==> config.mk <==
export PLATFORM = sky130hd
export DESIGN_NAME = rep_add_mul_seq
export DESIGN_NICKNAME = d
export VERILOG_FILES = /design/src/rtl/rep_add_mul_seq.sv
export SDC_FILE = /design/constraint.sdc
export NUM_CORES = 1
export LEC_CHECK = 0
export ABC_AREA = 0
export CAP_MARGIN = 20
export CORE_MARGIN = 3
export CORE_UTILIZATION = 35
export CTS_CLUSTER_SIZE = 20
export DETAILED_ROUTE_END_ITERATION = 10
export HOLD_SLACK_MARGIN = 0.12
export PLACE_DENSITY = 0.59
export SLEW_MARGIN = 20
export SYNTH_ARGS = -nofsm -noshare
export SYNTH_HDL_FRONTEND = slang
export SYNTH_SLANG_ARGS = --single-unit
==> constraint.sdc <==
create_clock -name clk -period 5.9 [get_ports clk]
set_input_delay 1.18 -clock clk [delete_from_list [all_inputs] [get_ports clk]]
set_output_delay 1.18 -clock clk [all_outputs]
set_load 0.01 [all_outputs]
==> src/rtl/rep_add_mul_seq.sv <==
// rtl/rep_add_mul_seq.sv - self-sequenced repeated-addition multiplier with start/done handshake
// Optional signed operands: define REP_ADD_MUL_SIGNED_EN.
module rep_add_mul_seq #(
  parameter int WIDTH = 8
) (
  input  logic               clk,
  input  logic               rst,
  input  logic               start,
  input  logic [WIDTH-1:0]   a_in,
  input  logic [WIDTH-1:0]   b_in,
  output logic               ready,
  output logic               busy,
  output logic               done,
  output logic [2*WIDTH-1:0] product
);

  typedef enum logic [1:0] {
    IDLE = 2'd0,
    CALC = 2'd1,
    DONE = 2'd2
  } state_t;

  state_t               state, state_nxt;
  logic [WIDTH-1:0]     addend;
  logic [WIDTH-1:0]     count;
  logic [WIDTH-1:0]     mag_a, mag_b;
  logic [2*WIDTH-1:0]   acc;
  logic [2*WIDTH-1:0]   result;
  logic                 accept;
  logic                 finish;

`ifdef REP_ADD_MUL_SIGNED_EN
  logic                 sign;

  // -2^(W-1) negates to itself, which read unsigned is the correct magnitude
  always_comb begin
    mag_a  = a_in[WIDTH-1] ? -a_in : a_in;
    mag_b  = b_in[WIDTH-1] ? -b_in : b_in;
    result = sign ? -acc : acc;
  end

  always_ff @(posedge clk) begin
    if (rst) begin
      sign <= 1'b0;
    end else if (accept) begin
      sign <= a_in[WIDTH-1] ^ b_in[WIDTH-1];
    end
  end
`else
  always_comb begin
    mag_a  = a_in;
    mag_b  = b_in;
    result = acc;
  end
`endif

  always_ff @(posedge clk) begin
    if (rst) begin
      state <= IDLE;
    end else begin
      state <= state_nxt;
    end
  end

  always_comb begin
    state_nxt = state;
    accept    = 1'b0;
    finish    = 1'b0;
    case (state)
      IDLE: begin
        if (start) begin
          accept    = 1'b1;
          state_nxt = CALC;
        end
      end
      CALC: begin
        if (count == '0) begin
          finish    = 1'b1;
          state_nxt = DONE;
        end
      end
      DONE: begin
        state_nxt = IDLE;
      end
      default: begin
        state_nxt = IDLE;
      end
    endcase
  end

  assign ready = (state == IDLE);
  assign busy  = (state != IDLE);

  // Iterate over the smaller magnitude so latency is min(|a|,|b|)+1
  always_ff @(posedge clk) begin
    if (rst) begin
      addend  <= '0;
      count   <= '0;
      acc     <= '0;
      product <= '0;
      done    <= 1'b0;
    end else begin
      done <= finish;
      if (accept) begin
        if (mag_a >= mag_b) begin
          addend <= mag_a;
          count  <= mag_b;
        end else begin
          addend <= mag_b;
          count  <= mag_a;
        end
        acc <= '0;
      end else if ((state == CALC) && (count != '0)) begin
        acc   <= acc + {{WIDTH{1'b0}}, addend};
        count <= count - WIDTH'(1);
      end
      if (finish) begin
        product <= result;
      end
    end
  end

endmodule

-- Word level (Yosys, flattened, before mapping)
Index checks and enable logic that the tools add are counted.
- register bits: 51
- word-level logic and storage cells: 31
- equal/unequal tests: 3
- mux-type cells: 11
- reductions and logical operators: 8
- order comparisons: 1
- $add $sub $neg: 2
- operator list (kind ; count):
    8-bit two-way mux ; 4
    16-bit by 8-bit adder with 16-bit output ; 1
    8-bit greater-or-equal comparator ; 1
    8-bit zero test ; 1
    8-bit nonzero test ; 1
    8-bit by 1-bit subtractor with 8-bit output (second input constant) ; 1
    1-bit two-way mux ; 4
    2-bit two-way mux ; 2
    2-bit != test (second input constant) ; 2
    2-bit one-hot mux with 2 select lines ; 1
    2-bit nonzero test ; 2
    2-bit by 1-bit equality test with 1-bit output (second input constant) ; 1
    2-bit zero test ; 1
    2-bit AND reduction ; 1
    2-bit OR reduction ; 1
    1-bit logical AND ; 1

-- Logic depth before layout (Yosys ltp)
- depth after elaboration: 4
- depth in mapped cells: 8

-- Worst setup path after synthesis
OpenSTA, ideal clock, no wires.
- path kind: in2reg
- start point: input port b_in[2]
- end point: register count[5]
- arrival time: 2538 ps
- required time: 5762 ps
- buffers on the path: 1
- path slack: 3224 ps
- setup time: 138 ps
- stages: 8
- cells stage by stage: inv_1 -> ha_1 -> a211oi_1 -> o21ai_1 -> a21oi_4 -> buf_6 -> mux2i_1 -> a211oi_1
- word-level cells in the longest chain between the ends: 3
- ends and longest elaborated chain (element ; line ; RTL):
    start: declaration ; 10 ; input logic [WIDTH-1:0] b_in,
    8-bit greater-or-equal comparator ; 105 ; if (mag_a >= mag_b) begin
    8-bit two-way mux ; 105 ;
    8-bit two-way mux ; 104 ; if (accept) begin
    end signal: assignment ; 107 ; count <= mag_b;
    end signal: assignment ; 110 ; count <= mag_a;
    end signal: assignment ; 115 ; count <= count - WIDTH'(1);
    end: declaration ; 25 ; logic [WIDTH-1:0] count;
Every way passes these cells.
A chain may end at the register's enable or synchronous reset.

-- Worst setup path in the final report
- start point: input port b_in[2]
- end point: register count[2]
- word-level cells in the longest chain between the ends: 3
- ends and longest elaborated chain (element ; line):
    8-bit greater-or-equal comparator ; 105
    8-bit two-way mux (*) ; 105
    8-bit two-way mux (*) ; 104
Every way passes the cells marked *; elsewhere a longest branch is shown, timed or not.

==> qor.txt <==
ANT cells: 0
DRC viols: 0
switching share of power: 0.297
Critical Path AT: 3360 ps
total leakage power: 0.00122 µW
Startpoint Class: input port
# resized after CTS: 0
final WL: 5870 µm
maximum fanout along the worst path: 16
crit path time final: 3190 ps
FILL cells: 769
average cell area after synthesis: 8.36 µm²
Net Sw Power: 244 µW
CP delay by family, top: compound AO/OA/AOI/OAI gates
core area: 7450 µm²
worst-margin pin slew: 726 ps
most frequent CP cell: a211oi_1
die area: 9010 µm²
max-cap viol count: 0
total clock buffers created by CTS: 5
Wirelength per Cell: 12.8 µm
Cell Chain, Critical Path: clkdlybuf4s50_1 > inv_1 > ha_1 > a211oi_1 > o21ai_1 > a21oi_4 > mux2i_1 > a211oi_1
Slowest cell on crit path: a21oi_4
pin count of the biggest net entering global routing: 38
Synth top cells by count: dfxtp_1, nand2_1, a21oi_1, nor2_1, a211oi_1
post-synth cell types: 48
Via Count: 2342
first-pass GRT wire length: 9880 µm
clock sink count: 51
VDD IR max: 0.0982 mV
Worst Hold Launch: product[0]
hold slack: 456 ps
H-tree Lvls: 2
Reg clk slew, reported paths: 100 ps
num ports: 38
# rows: 31
drt first-iter violations: 102
vias per inst: 5.09
Post-synth EDFFs: 0
post-synthesis async set-or-reset flop share: 0
CP Class: in -> reg
CTS Root Cell: clkbuf_8
Synth top area share: 0.369
setup TNS: 0 ps
Rel. slew slack: 0.516
Post-Layout Cell Count: 460
Synth Cell Area: 2770 µm²
Longest Clk Path Bufs: 2
Worst Setup SP: b_in[2]
combinational power share: 0.217
top_reg_cell synth: dfxtp_1
GR Util All Layers: 0.139
top cells by area, synth: dfxtp_1, ha_1, nand2_1, a21oi_1, mux2i_1
Seq/Total Area, Yosys: 0.369
DPL Wire Length: 4410 µm
net count after synthesis: 368
dpl cells: 452
Synth area leader: dfxtp_1
placement-stage cell area: 3180 µm²
fin crit share: 0.540
cell area after layout: 3310 µm²
share of power burned in registers: 0.464
# Post-CTS Setup Buffers: 0
Final Max Tran Viols: 0
Buf/Inv on CP: 2
Clk network pwr share: 0.319
total gr overflow: 0
Clock Skew: 9.89 ps
max incr delay on CP: 550 ps
synthesis-to-layout area growth: 19.5%
die width: 94.9 µm
Req. time, crit path: 6070 ps
fin nets: 397
synthesis-stage register bit count: 51
Post-CTS Hold Buffers: 0
antenna violations before repair: 0
Initial Util: 0.371
Clock Latency Late Sink: 310 ps
HP Class: reg -> reg
post-route ant nets: 0
Synth Instances: 331
Final Hold Viols: 0
Power Dens Cells: 248 nW/µm²
setup violators final: 0
drt pass-1 iters: 4
Yosys warning total: 0
layout cells sized above 1: 0.0582
Pint: 577 µW
RSZ-0062 raised after global routing: no
r2r startpoint: acc[0]
number of global-route vias before repair: 2117
DIE HEIGHT: 94.9 µm
fmax: 0.314 GHz
RD Place Congestion: 0.767
port buffer count: 37
outcome: complete, no violations
crit end category: flip-flop
top-count cell post-synth: dfxtp_1
CTS tree: built
## cell type report
type | count | area, µm² | share of cell area
Clock inverter | 2 | 38.8 | 0.0117
Timing Repair Buffer | 38 | 378 | 0.114
Tap cell | 99 | 124 | 0.0375
Multi-Input combinational cell | 247 | 1600 | 0.484
Inverter | 17 | 63.8 | 0.0193
Clock buffer | 6 | 82.6 | 0.0250
Sequential cell | 51 | 1020 | 0.309
## logic make-up after synthesis
family | after synthesis | share of synthesized area
xor gates and xnor gates | 7 | 0.0222
AOI/OAI and AO/OA | 85 | 0.200
muxes | 17 | 0.0620
DFF | 51 | 0.369
and+or+nand+nor | 120 | 0.209
buffers and inverters | 33 | 0.0534
adders and majority gates | 18 | 0.0841
## stage by stage
stage	power (µW)	util	setup WS [ps]
final	821	0.444	2710
after global routing	869	0.444	2550
after global placement	565	0.428	2350
after detailed placement	567	0.428	2340
after floorplan	520	-	3220
after CTS	831	0.444	2670
## power by group through the flow
| stage | clock (µW) | combinational, µW | sequential [µW] |
|---|---|---|---|
| finish | 262 | 178 | 381 |
| global route | 284 | 201 | 383 |
| CTS | 271 | 180 | 381 |
| detailed placement | 0 | 179 | 389 |
| global placement | 0 | 177 | 388 |
| floorplan | 0 | 137 | 384 |
## flip-flops by register name, summed over array words and instances (netlist names)
name and flops:
addend 8, state 2, count 8, product 16, done 1, acc 16
## worst reg2reg max path: stages (launching register included)
cell	delay, ps
dfxtp_1	340
ha_1	230
fa_1	420
a21oi_1	250
o211ai_1	130
a31oi_1	490
or4_1	190
a21oi_1	60
## worst paths after layout
path                              endpoint  slack [ps]  cells past startpoint
worst max-delay path              count[2]        2710                      8
worst min-delay path            product[0]         460                      2
worst max register to register     acc[10]        3680                      7
worst min register to register  product[0]         460                      2
## placed cells by master (no fill, tap or decap), drive strengths merged, types with 3 or more instances in the layout
cell type / synthesis / routed
clkdlybuf4s50: 0 / 37
nand2: 50 / 50
a21oi: 40 / 40
xor2: 3 / 3
nand3: 10 / 10
clkbuf: 9 / 6
or4: 3 / 3
xnor2: 4 / 4
o21ai: 11 / 11
inv: 17 / 18
or3: 4 / 4
dfxtp: 51 / 51
mux2i: 16 / 16
ha: 17 / 17
nor3: 10 / 10
a211oi: 21 / 21
nand4: 3 / 3
nor2b: 3 / 3
nor2: 27 / 27
## per-layer routing
layer	share of wire	global-route usage	wire, µm
met1	0.52	0.191	3030
met2	0.44	0.220	2590
met3	0.030	0.0263	177
met4	0.013	0.0445	75
met5	0	0	0
Power figures use the tool's default switching activity.
